$ cat src/rtl/ulpi_pkg.sv
// Shared types and constants for the ULPI register controller.
// TXCMD prefixes and the PHY register addresses used by the default init table.
package ulpi_pkg;

  typedef enum logic [3:0] {
    StWaitPhy,
    StInitIssue,
    StIdle,
    StCmd,
    StWdata,
    StWstp,
    StRturn1,
    StRdata,
    StRturn2,
    StAbort,
    StResp
  } state_e;

  localparam logic [1:0] REGW = 2'b10;
  localparam logic [1:0] REGR = 2'b11;

  localparam logic [5:0] FUNC_CTRL = 6'h04;
  localparam logic [5:0] OTG_CTRL  = 6'h0A;

  function automatic logic [7:0] txcmd(input logic write, input logic [5:0] addr);
    return {write ? REGW : REGR, addr};
  endfunction

endpackage

$ cat src/rtl/ulpi_txmux.sv
// Combinational TX bus mux: the link passes straight through while granted,
// otherwise the controller's registered drive owns the bus.
module ulpi_txmux (
  input  logic       gnt_i,
  input  logic       link_stp_i,
  input  logic [7:0] link_data_i,
  input  logic       fsm_stp_i,
  input  logic [7:0] fsm_data_i,
  output logic       ulpi_stp_o,
  output logic [7:0] ulpi_data_o
);

  always_comb begin
    ulpi_stp_o  = gnt_i ? link_stp_i  : fsm_stp_i;
    ulpi_data_o = gnt_i ? link_data_i : fsm_data_i;
  end

endmodule

$ cat src/rtl/ulpi_reg_ctrl.sv
// ULPI link-side register controller: waits for the PHY, writes the init table,
// then arbitrates the TX bus between the link and register requests.
module ulpi_reg_ctrl
  import ulpi_pkg::*;
#(
  parameter int unsigned         N_INIT         = 2,
  parameter logic [N_INIT*6-1:0] INIT_ADDR      = {OTG_CTRL, FUNC_CTRL},
  parameter logic [N_INIT*8-1:0] INIT_DATA      = {8'h00, 8'h45},
  parameter int unsigned         STABLE_CYCLES  = 64,
  parameter int unsigned         TIMEOUT_CYCLES = 255,
  parameter int unsigned         MAX_RETRY      = 3
) (
  input  logic       i_clk,
  input  logic       i_rstn,
  input  logic       i_ulpi_dir,
  input  logic       i_ulpi_nxt,
  input  logic [7:0] i_ulpi_data,
  output logic       o_ulpi_stp,
  output logic [7:0] o_ulpi_data,
  input  logic       i_link_stp,
  input  logic [7:0] i_link_data,
  input  logic       i_link_busy,
  output logic       o_link_gnt,
  input  logic       i_req_valid,
  output logic       o_req_ready,
  input  logic       i_req_write,
  input  logic [5:0] i_req_addr,
  input  logic [7:0] i_req_wdata,
  output logic       o_rsp_valid,
  output logic [7:0] o_rsp_rdata,
  output logic       o_rsp_err,
  output logic       o_initDone
);

  localparam int unsigned TmoW = $clog2(TIMEOUT_CYCLES + 1);
  localparam int unsigned StbW = $clog2(STABLE_CYCLES + 1);
  localparam int unsigned RtyW = $clog2(MAX_RETRY + 2);

  localparam logic [TmoW-1:0] TmoLast = TmoW'(TIMEOUT_CYCLES - 1);
  localparam logic [StbW-1:0] StbLast = StbW'(STABLE_CYCLES - 1);
  localparam logic [RtyW-1:0] RtyMax  = RtyW'(MAX_RETRY);
  localparam logic [3:0]      IdxLast = 4'(N_INIT - 1);

  state_e          state_q, state_d;
  logic [StbW-1:0] stable_q, stable_d;
  logic [TmoW-1:0] tmo_q, tmo_d;
  logic [RtyW-1:0] retry_q, retry_d;
  logic [3:0]      idx_q, idx_d;
  logic            write_q, write_d;
  logic [5:0]      addr_q, addr_d;
  logic [7:0]      wdata_q, wdata_d;
  logic [7:0]      rdata_q, rdata_d;
  logic            err_q, err_d;
  logic            init_done_q, init_done_d;
  logic            gnt_q, gnt_d;
  logic [7:0]      fsm_data_q, fsm_data_d;
  logic            fsm_stp_q, fsm_stp_d;
  logic            rsp_valid_q, rsp_valid_d;
  logic [7:0]      rsp_rdata_q, rsp_rdata_d;
  logic            rsp_err_q, rsp_err_d;

  logic            req_ready;
  logic            tmo_hit;
  logic            fail;
  logic            done;
  logic [5:0]      init_addr;
  logic [7:0]      init_wdata;

  always_comb begin
    init_addr  = '0;
    init_wdata = '0;
    for (int unsigned i = 0; i < N_INIT; i++) begin
      if (idx_q == 4'(i)) begin
        init_addr  = INIT_ADDR[i*6 +: 6];
        init_wdata = INIT_DATA[i*8 +: 8];
      end
    end
  end

  always_comb begin
    state_d     = state_q;
    stable_d    = stable_q;
    retry_d     = retry_q;
    idx_d       = idx_q;
    write_d     = write_q;
    addr_d      = addr_q;
    wdata_d     = wdata_q;
    rdata_d     = rdata_q;
    err_d       = err_q;
    init_done_d = init_done_q;
    req_ready   = 1'b0;
    fail        = 1'b0;
    done        = 1'b0;
    tmo_hit     = (tmo_q == TmoLast);

    unique case (state_q)
      StWaitPhy: begin
        if (i_ulpi_dir) begin
          stable_d = '0;
        end else if (stable_q == StbLast) begin
          stable_d = '0;
          idx_d    = '0;
          state_d  = StInitIssue;
        end else begin
          stable_d = stable_q + 1'b1;
        end
      end
      StInitIssue: begin
        write_d = 1'b1;
        addr_d  = init_addr;
        wdata_d = init_wdata;
        rdata_d = '0;
        err_d   = 1'b0;
        retry_d = '0;
        state_d = StCmd;
      end
      StIdle: begin
        // Link activity always wins the bus over a pending register request.
        if (init_done_q && !i_link_busy && !i_ulpi_dir && i_req_valid) begin
          req_ready = 1'b1;
          write_d   = i_req_write;
          addr_d    = i_req_addr;
          wdata_d   = i_req_wdata;
          rdata_d   = '0;
          err_d     = 1'b0;
          retry_d   = '0;
          state_d   = StCmd;
        end
      end
      StCmd: begin
        if (i_ulpi_dir)      state_d = StAbort;
        else if (i_ulpi_nxt) state_d = write_q ? StWdata : StRturn1;
        else if (tmo_hit)    fail    = 1'b1;
      end
      StWdata: begin
        if (i_ulpi_dir)      state_d = StAbort;
        else if (i_ulpi_nxt) state_d = StWstp;
        else if (tmo_hit)    fail    = 1'b1;
      end
      StWstp:   done    = 1'b1;
      StRturn1: state_d = i_ulpi_dir ? StRdata : StAbort;
      StRdata: begin
        rdata_d = i_ulpi_data;
        state_d = StRturn2;
      end
      StRturn2: begin
        if (!i_ulpi_dir)  state_d = StResp;
        else if (tmo_hit) fail    = 1'b1;
      end
      StAbort: begin
        if (!i_ulpi_dir) begin
          if (retry_q == RtyMax) begin
            fail = 1'b1;
          end else begin
            retry_d = retry_q + 1'b1;
            state_d = StCmd;
          end
        end else if (tmo_hit) begin
          fail = 1'b1;
        end
      end
      StResp:  state_d = StIdle;
      default: state_d = StWaitPhy;
    endcase

    if (fail) err_d = 1'b1;

    // A failed init entry is skipped exactly like a completed one.
    if (fail || done) begin
      if (!init_done_q) begin
        if (idx_q == IdxLast) begin
          init_done_d = 1'b1;
          state_d     = StIdle;
        end else begin
          idx_d   = idx_q + 1'b1;
          state_d = StInitIssue;
        end
      end else begin
        state_d = StResp;
      end
    end

    if (state_d != state_q) tmo_d = '0;
    else if (tmo_q != '1)   tmo_d = tmo_q + 1'b1;
    else                    tmo_d = tmo_q;

    fsm_data_d = '0;
    fsm_stp_d  = 1'b0;
    case (state_d)
      StCmd:   fsm_data_d = txcmd(write_d, addr_d);
      StWdata: fsm_data_d = wdata_d;
      StWstp:  fsm_stp_d  = 1'b1;
      default: ;
    endcase
    gnt_d       = (state_d == StIdle);
    rsp_valid_d = (state_d == StResp);
    rsp_rdata_d = rsp_valid_d ? rdata_d : '0;
    rsp_err_d   = rsp_valid_d & err_d;
  end

  always_ff @(posedge i_clk or negedge i_rstn) begin
    if (!i_rstn) begin
      state_q     <= StWaitPhy;
      stable_q    <= '0;
      tmo_q       <= '0;
      retry_q     <= '0;
      idx_q       <= '0;
      write_q     <= 1'b0;
      addr_q      <= '0;
      wdata_q     <= '0;
      rdata_q     <= '0;
      err_q       <= 1'b0;
      init_done_q <= 1'b0;
      gnt_q       <= 1'b0;
      fsm_data_q  <= '0;
      fsm_stp_q   <= 1'b0;
      rsp_valid_q <= 1'b0;
      rsp_rdata_q <= '0;
      rsp_err_q   <= 1'b0;
    end else begin
      state_q     <= state_d;
      stable_q    <= stable_d;
      tmo_q       <= tmo_d;
      retry_q     <= retry_d;
      idx_q       <= idx_d;
      write_q     <= write_d;
      addr_q      <= addr_d;
      wdata_q     <= wdata_d;
      rdata_q     <= rdata_d;
      err_q       <= err_d;
      init_done_q <= init_done_d;
      gnt_q       <= gnt_d;
      fsm_data_q  <= fsm_data_d;
      fsm_stp_q   <= fsm_stp_d;
      rsp_valid_q <= rsp_valid_d;
      rsp_rdata_q <= rsp_rdata_d;
      rsp_err_q   <= rsp_err_d;
    end
  end

  ulpi_txmux u_txmux (
    .gnt_i       (gnt_q),
    .link_stp_i  (i_link_stp),
    .link_data_i (i_link_data),
    .fsm_stp_i   (fsm_stp_q),
    .fsm_data_i  (fsm_data_q),
    .ulpi_stp_o  (o_ulpi_stp),
    .ulpi_data_o (o_ulpi_data)
  );

  assign o_link_gnt  = gnt_q;
  assign o_req_ready = req_ready;
  assign o_rsp_valid = rsp_valid_q;
  assign o_rsp_rdata = rsp_rdata_q;
  assign o_rsp_err   = rsp_err_q;
  assign o_initDone  = init_done_q;

endmodule

$ cat config.mk
export PLATFORM = sky130hd
export DESIGN_NAME = ulpi_reg_ctrl
export DESIGN_NICKNAME = d
export VERILOG_FILES = /design/src/rtl/ulpi_pkg.sv /design/src/rtl/ulpi_txmux.sv /design/src/rtl/ulpi_reg_ctrl.sv
export SDC_FILE = /design/constraint.sdc
export NUM_CORES = 1
export LEC_CHECK = 0
export BUFFER_PORTS_ARGS = -buffer_cell sky130_fd_sc_hd__buf_2
export CAP_MARGIN = 20
export CORE_MARGIN = 4
export CORE_UTILIZATION = 35
export CTS_CLUSTER_SIZE = 12
export DETAILED_ROUTE_END_ITERATION = 10
export PLACE_DENSITY_LB_ADDON = 0.25
export SKIP_CTS_REPAIR_TIMING = 1
export SKIP_LAST_GASP = 1
export SYNTH_ARGS = -nofsm -noshare
export SYNTH_HDL_FRONTEND = slang
export SYNTH_SLANG_ARGS = --single-unit
$ cat constraint.sdc
create_clock -name i_clk -period 7 [get_ports i_clk]
set_clock_uncertainty 0.2 [all_clocks]
set_input_delay 0.7 -clock i_clk [delete_from_list [all_inputs] [get_ports i_clk]]
set_output_delay 0.7 -clock i_clk [all_outputs]
set_load 0.005 [all_outputs]
Word level (Yosys, flattened, before mapping)

Cells that the tools add are included.
Widths: inputs -> output; s select.

Output and inout port bits: 22
Input port bits: 38
Logic and storage cells: 121
Bits in registers: 71

Multiplexer cells: 63
Add/sub/neg operators: 4
Bitwise gates (word level): 1
Equality and inequality tests: 24
Reductions and logical operators: 12

Operators by type and width:

| cell                | count |
|---|---|
| $mux 4              | 20 |
| $mux 8              | 7 |
| $pmux 4 s11         | 1 |
| $pmux 8 s2          | 2 |
| $eq 4x3->1 const B  | 6 |
| $pmux 8 s3          | 1 |
| $mux 7              | 3 |
| $mux 1              | 17 |
| $eq 4x2->1 const B  | 4 |
| $eq 4x4->1 const B  | 4 |
| $mux 3              | 4 |
| $pmux 6 s2          | 1 |
| $pmux 3 s3          | 1 |
| $add 8x1->8 const B | 1 |
| $eq 4x1->1 const B  | 2 |
| $eq 8x8->1 const B  | 1 |
| $logic_not 4->1     | 2 |
| $ne 8x8->1 const B  | 1 |
| $add 7x1->7 const B | 1 |
| $eq 7x6->1 const B  | 1 |
| $mux 6              | 1 |
| $ne 2x2->1 const B  | 3 |
| $add 4x1->4 const B | 1 |
| $mux 2              | 2 |
| other kinds (13)    | 17 |

Longest topological paths before layout

Word-level depth: 9
Mapped depth: 10
Mapped depth without buffers: 8

Cells and area by module

Synthesis repeated with hierarchy kept, for this count alone.

Cells, all modules: 342
Area, all modules: 3621.0 sq um

By module, submodules not included:

| module        | times used | seq. area each (sq um) | cells an instance | area each (sq um) |
|---|---|---|---|---|
| ulpi_reg_ctrl | 1          | 1776.7                 | 332               | 3474.6 |
| ulpi_txmux    | 1          | 0.0                    | 10                | 146.4 |

Worst setup path after synthesis

No wires, ideal clock.

Path kind: reg-to-output
Start: register state_q[2]
End: output o_req_ready
Slack: 4.392 ns
Stages on the path, launching flop included: 7
Required time: 6.100 ns
Buffers on the path: 3
Data arrival time: 1.708 ns
Cells stage by stage: dfrtp_1 buf_6 or3_1 or4_4 buf_6 clkinv_8 buf_2

Longest elaborated chain between the ends: 2

Ends and longest elaborated chain:

| item                   | line                 | source |
|---|---|---|
| from (decl)            | ulpi_reg_ctrl.sv:44  | `state_e state_q, state_d;` |
| from (signal assigned) | ulpi_reg_ctrl.sv:203 | `state_q <= StWaitPhy;` |
| from (signal assigned) | ulpi_reg_ctrl.sv:221 | `state_q <= state_d;` |
| $eq 4x2->1             | ulpi_reg_ctrl.sv:96  | `unique case (state_q)` |
| $mux 1                 | ulpi_reg_ctrl.sv:96  |  |
| to (decl)              | ulpi_reg_ctrl.sv:25  | `output logic o_req_ready,` |

Every way passes these cells.

Worst setup path after layout

Same ends and word-level chain as after synthesis.

==> metrics <==
status=finished, final reports clean; synthesized cell area=3602 um^2; Final nets=472; register share of total power=0.454; Core ar.=about 10000 um^2; Clk pwr share=0.265; power per cell area=296.3 nW/um^2; I/O Buffers=59; cells after synthesis=~370; # IOs=60; Vias per Instance=5.110; RSZ-0062 raised after global routing=false; Setup Slack @ Placement=3.970 ns; leakage=a little over 2 nW; Die ar.=between 10,000 and 15,000 um^2; gr ovfl total=0; CTS root buffer=clkbuf_8; Seq/Total Area, Yosys=0.4932; layout overhead on the synthesized area=16.01%; Syn Nets=418; initial antenna violation count=0; Vias=2,877; Final period util=0.4608; Worst Hold Class=flip-flop to flip-flop; Critical Path Start=state_q[2]$_DFF_PN0_; Clock Sinks=between 70 and 80; Highest Clock Rate=roughly 310 MHz; switching part of the total power=0.3505; FF+latch count, synth=roughly 70; Total GRT Usage=0.1432; Placer Congestion=0.8230; share of post-route cells with drive strength above 1=0.2256; worst r2r src=state_q[1]$_DFF_PN0_; CTS Buf Count=9; Worst path max stage delay=around 0.66 ns; MaxCap Viol Count=0; top_reg_cell synth=dfrtp_1; Max Root-Sink Buffers=2; worst hold start=retry_q[2]$_DFFE_PN0P_; Required @ worst endpoint=6.10 ns; minimum clock period after layout=3.226 ns; vias in the first global route=about 2,800; CTS tree=built; Worst-Skew Late Latency=0.34 ns; final setup TNS=0 ns; dominant cells by area after synthesis=dfrtp_1 49%, nand2_1 4.3%, nand3_1 3.3%; Logic pwr share=0.281; CP top delay family=simple AND/OR/NAND/NOR gates; largest net degree at the start of global routing=72; first-pass GRT wire length=13.41 mm; Synth cell types=between 60 and 70; DRT Pass-1 Iters=4; Async SR Flop Fraction=1.000; cell with the largest stage delay on the worst path=or4_4; Final ANT Viol Nets=0; row count=36; initial core utilization=0.3635; H-tree depth=3; initial DRC count=180; Pint=about 800 uW; Die Width=109.5 um; Peak supply drop=~130 uV; Synth Area per Inst=between 9 and 10 um^2; HPWL after detailed placement=around 5.8 mm; count of final setup violators=0; Die Ht=109.5 um; Worst Setup Path Type=flip-flop to output port; final worst setup slack=roughly 3.8 ns; Sw Pwr=between 400 and 500 uW; Crit path buffers/inverters=2; final WL=8.250 mm; Critical Path, Cell by Cell=or3_1 -> or4_4 -> clkinv_8 -> buf_2; Power Total=1.238 mW; Post-synth EDFFs=0; crit path max fanout=19; Antenna Cells=0; Yosys warnings=0; drt wl/cell=14.65 um; Final Max Slew Viols=0; Clock transition at path regs=approximately 0.080 ns; Final Hold Vio Count=0; crit path DAT=roughly 2.3 ns; Worst slew margin=0.3998; area leader, netlist=dfrtp_1; share of the synthesized area in the top cell type=0.4932; Residual DRC=0; Worst Tran Pin Value=~0.90 ns; CP endpoint kind=output port; Worst setup SP type=flip-flop
## power by group through the flow
| stage | logic [mW] | clock network [mW] | registers (mW) |
|---|---|---|---|
| finish | 0.348 | 0.328 | 0.562 |
| global route | 0.395 | 0.356 | 0.575 |
| CTS | 0.352 | 0.343 | 0.560 |
| detailed placement | 0.351 | 0 | 0.567 |
| global placement | 0.346 | 0 | 0.564 |
| floorplan | 0.291 | 0 | 0.520 |
## routing by layer
metal / track usage / wire [um] / vias up
met3: 0.03699 / 412 / 11
met1: 0.1938 / 3991 / 1384
met4: 0.04541 / 93 / 0
met2: 0.2249 / 3753 / 60
li1: - / - / 1422
met5: 0 / 0 / -
## through the flow
| step | cell area, um^2 | instances | hold WS, ns | utilization |
|---|---|---|---|---|
| 2_1_floorplan | 3602 | 372 | 0.2044 | - |
| 3_3_place_gp | 3984 | 548 | 0.2623 | 0.4020 |
| 3_5_place_dp | 3984 | 548 | 0.2695 | 0.4020 |
| 4_1_cts | 4179 | 563 | 0.2878 | 0.4217 |
| 5_1_grt | 4179 | 563 | 0.3090 | 0.4217 |
| 6_report | 4179 | 563 | 0.2813 | 0.4217 |
## cells in the final DEF, fill, tap and decap left out, types with 6 or more instances in the layout
cell type and n:
and3_1 9, nand2_1 41, nor2_1 28, clkbuf_8 10
a21oi_1 12, o21ai_0 20, mux2_2 9, dfrtp_1 71
a22oi_1 7, and2_1 8, nand2b_1 6, ha_1 8
buf_2 59, nand3_1 24, inv_1 25, nor2b_1 6
nor3_1 10
## final timing paths
kind	to	slack, ns	cells after the start
max	o_req_ready	3.77	4
min reg2reg	retry_q[2]$_DFFE_PN0P_	0.28	2
max reg2reg	o_rsp_rdata[0]$_DFF_PN0_	3.98	6
max in group asynchronous	wdata_q[0]$_DFF_PN0_	5.65	2
min	retry_q[2]$_DFFE_PN0P_	0.28	2
min in group asynchronous	rdata_q[4]$_DFF_PN0_	0.35	2
## Yosys cell counts (6+ instances only)
library cell	count
a21oi_1	12
nor2_1	28
nand2b_1	6
buf_2	7
o21ai_0	20
ha_1	8
nor2b_1	6
clkbuf_1	7
and3_1	9
nand3_1	24
and2_1	8
a22oi_1	7
inv_1	25
nor3_1	10
dfrtp_1	71
nand2_1	41
mux2_2	9
## cells by family (layout without fill, tap and decap cells)
family | count (synthesis) | count (layout) | share of synthesized area
AND/OR/NAND/NOR | 156 | 156 | 0.2213
AO/OA/AOI/OAI | 77 | 77 | 0.1542
flip-flops | 71 | 71 | 0.4932
buffers and inverters | 43 | 101 | 0.05488
multiplexers | 12 | 12 | 0.03647
adder cells (fa/ha/maj) | 8 | 8 | 0.02779
XOR/XNOR | 5 | 5 | 0.01216
## flip-flops by register name (all words and copies together), names as in the netlist, 3 cells and up
register	flops
idx_q	4
o_rsp_rdata	8
tmo_q	8
stable_q	7
retry_q	3
addr_q	6
fsm_data_q	8
state_q	4
wdata_q	8
rdata_q	8
## final cells by class
| class | count | area [um^2] |
|---|---|---|
| fill | 1007 | 5731 |
| sequential | 71 | 1777 |
| clock inverter | 5 | 57.56 |
| timing repair buffer | 60 | 302.8 |
| multi-input combinational | 258 | 1628 |
| inverter | 26 | 110.1 |
| tap | 133 | 166.4 |
| clock buffer | 10 | 137.6 |
## worst min-delay path, cell delays in order, from the launching register on
cell     delay [ns]
dfrtp_1        0.35
nand2_1        0.04
o21ai_0        0.06
Note: power is estimated with default switching activity, not from simulation.
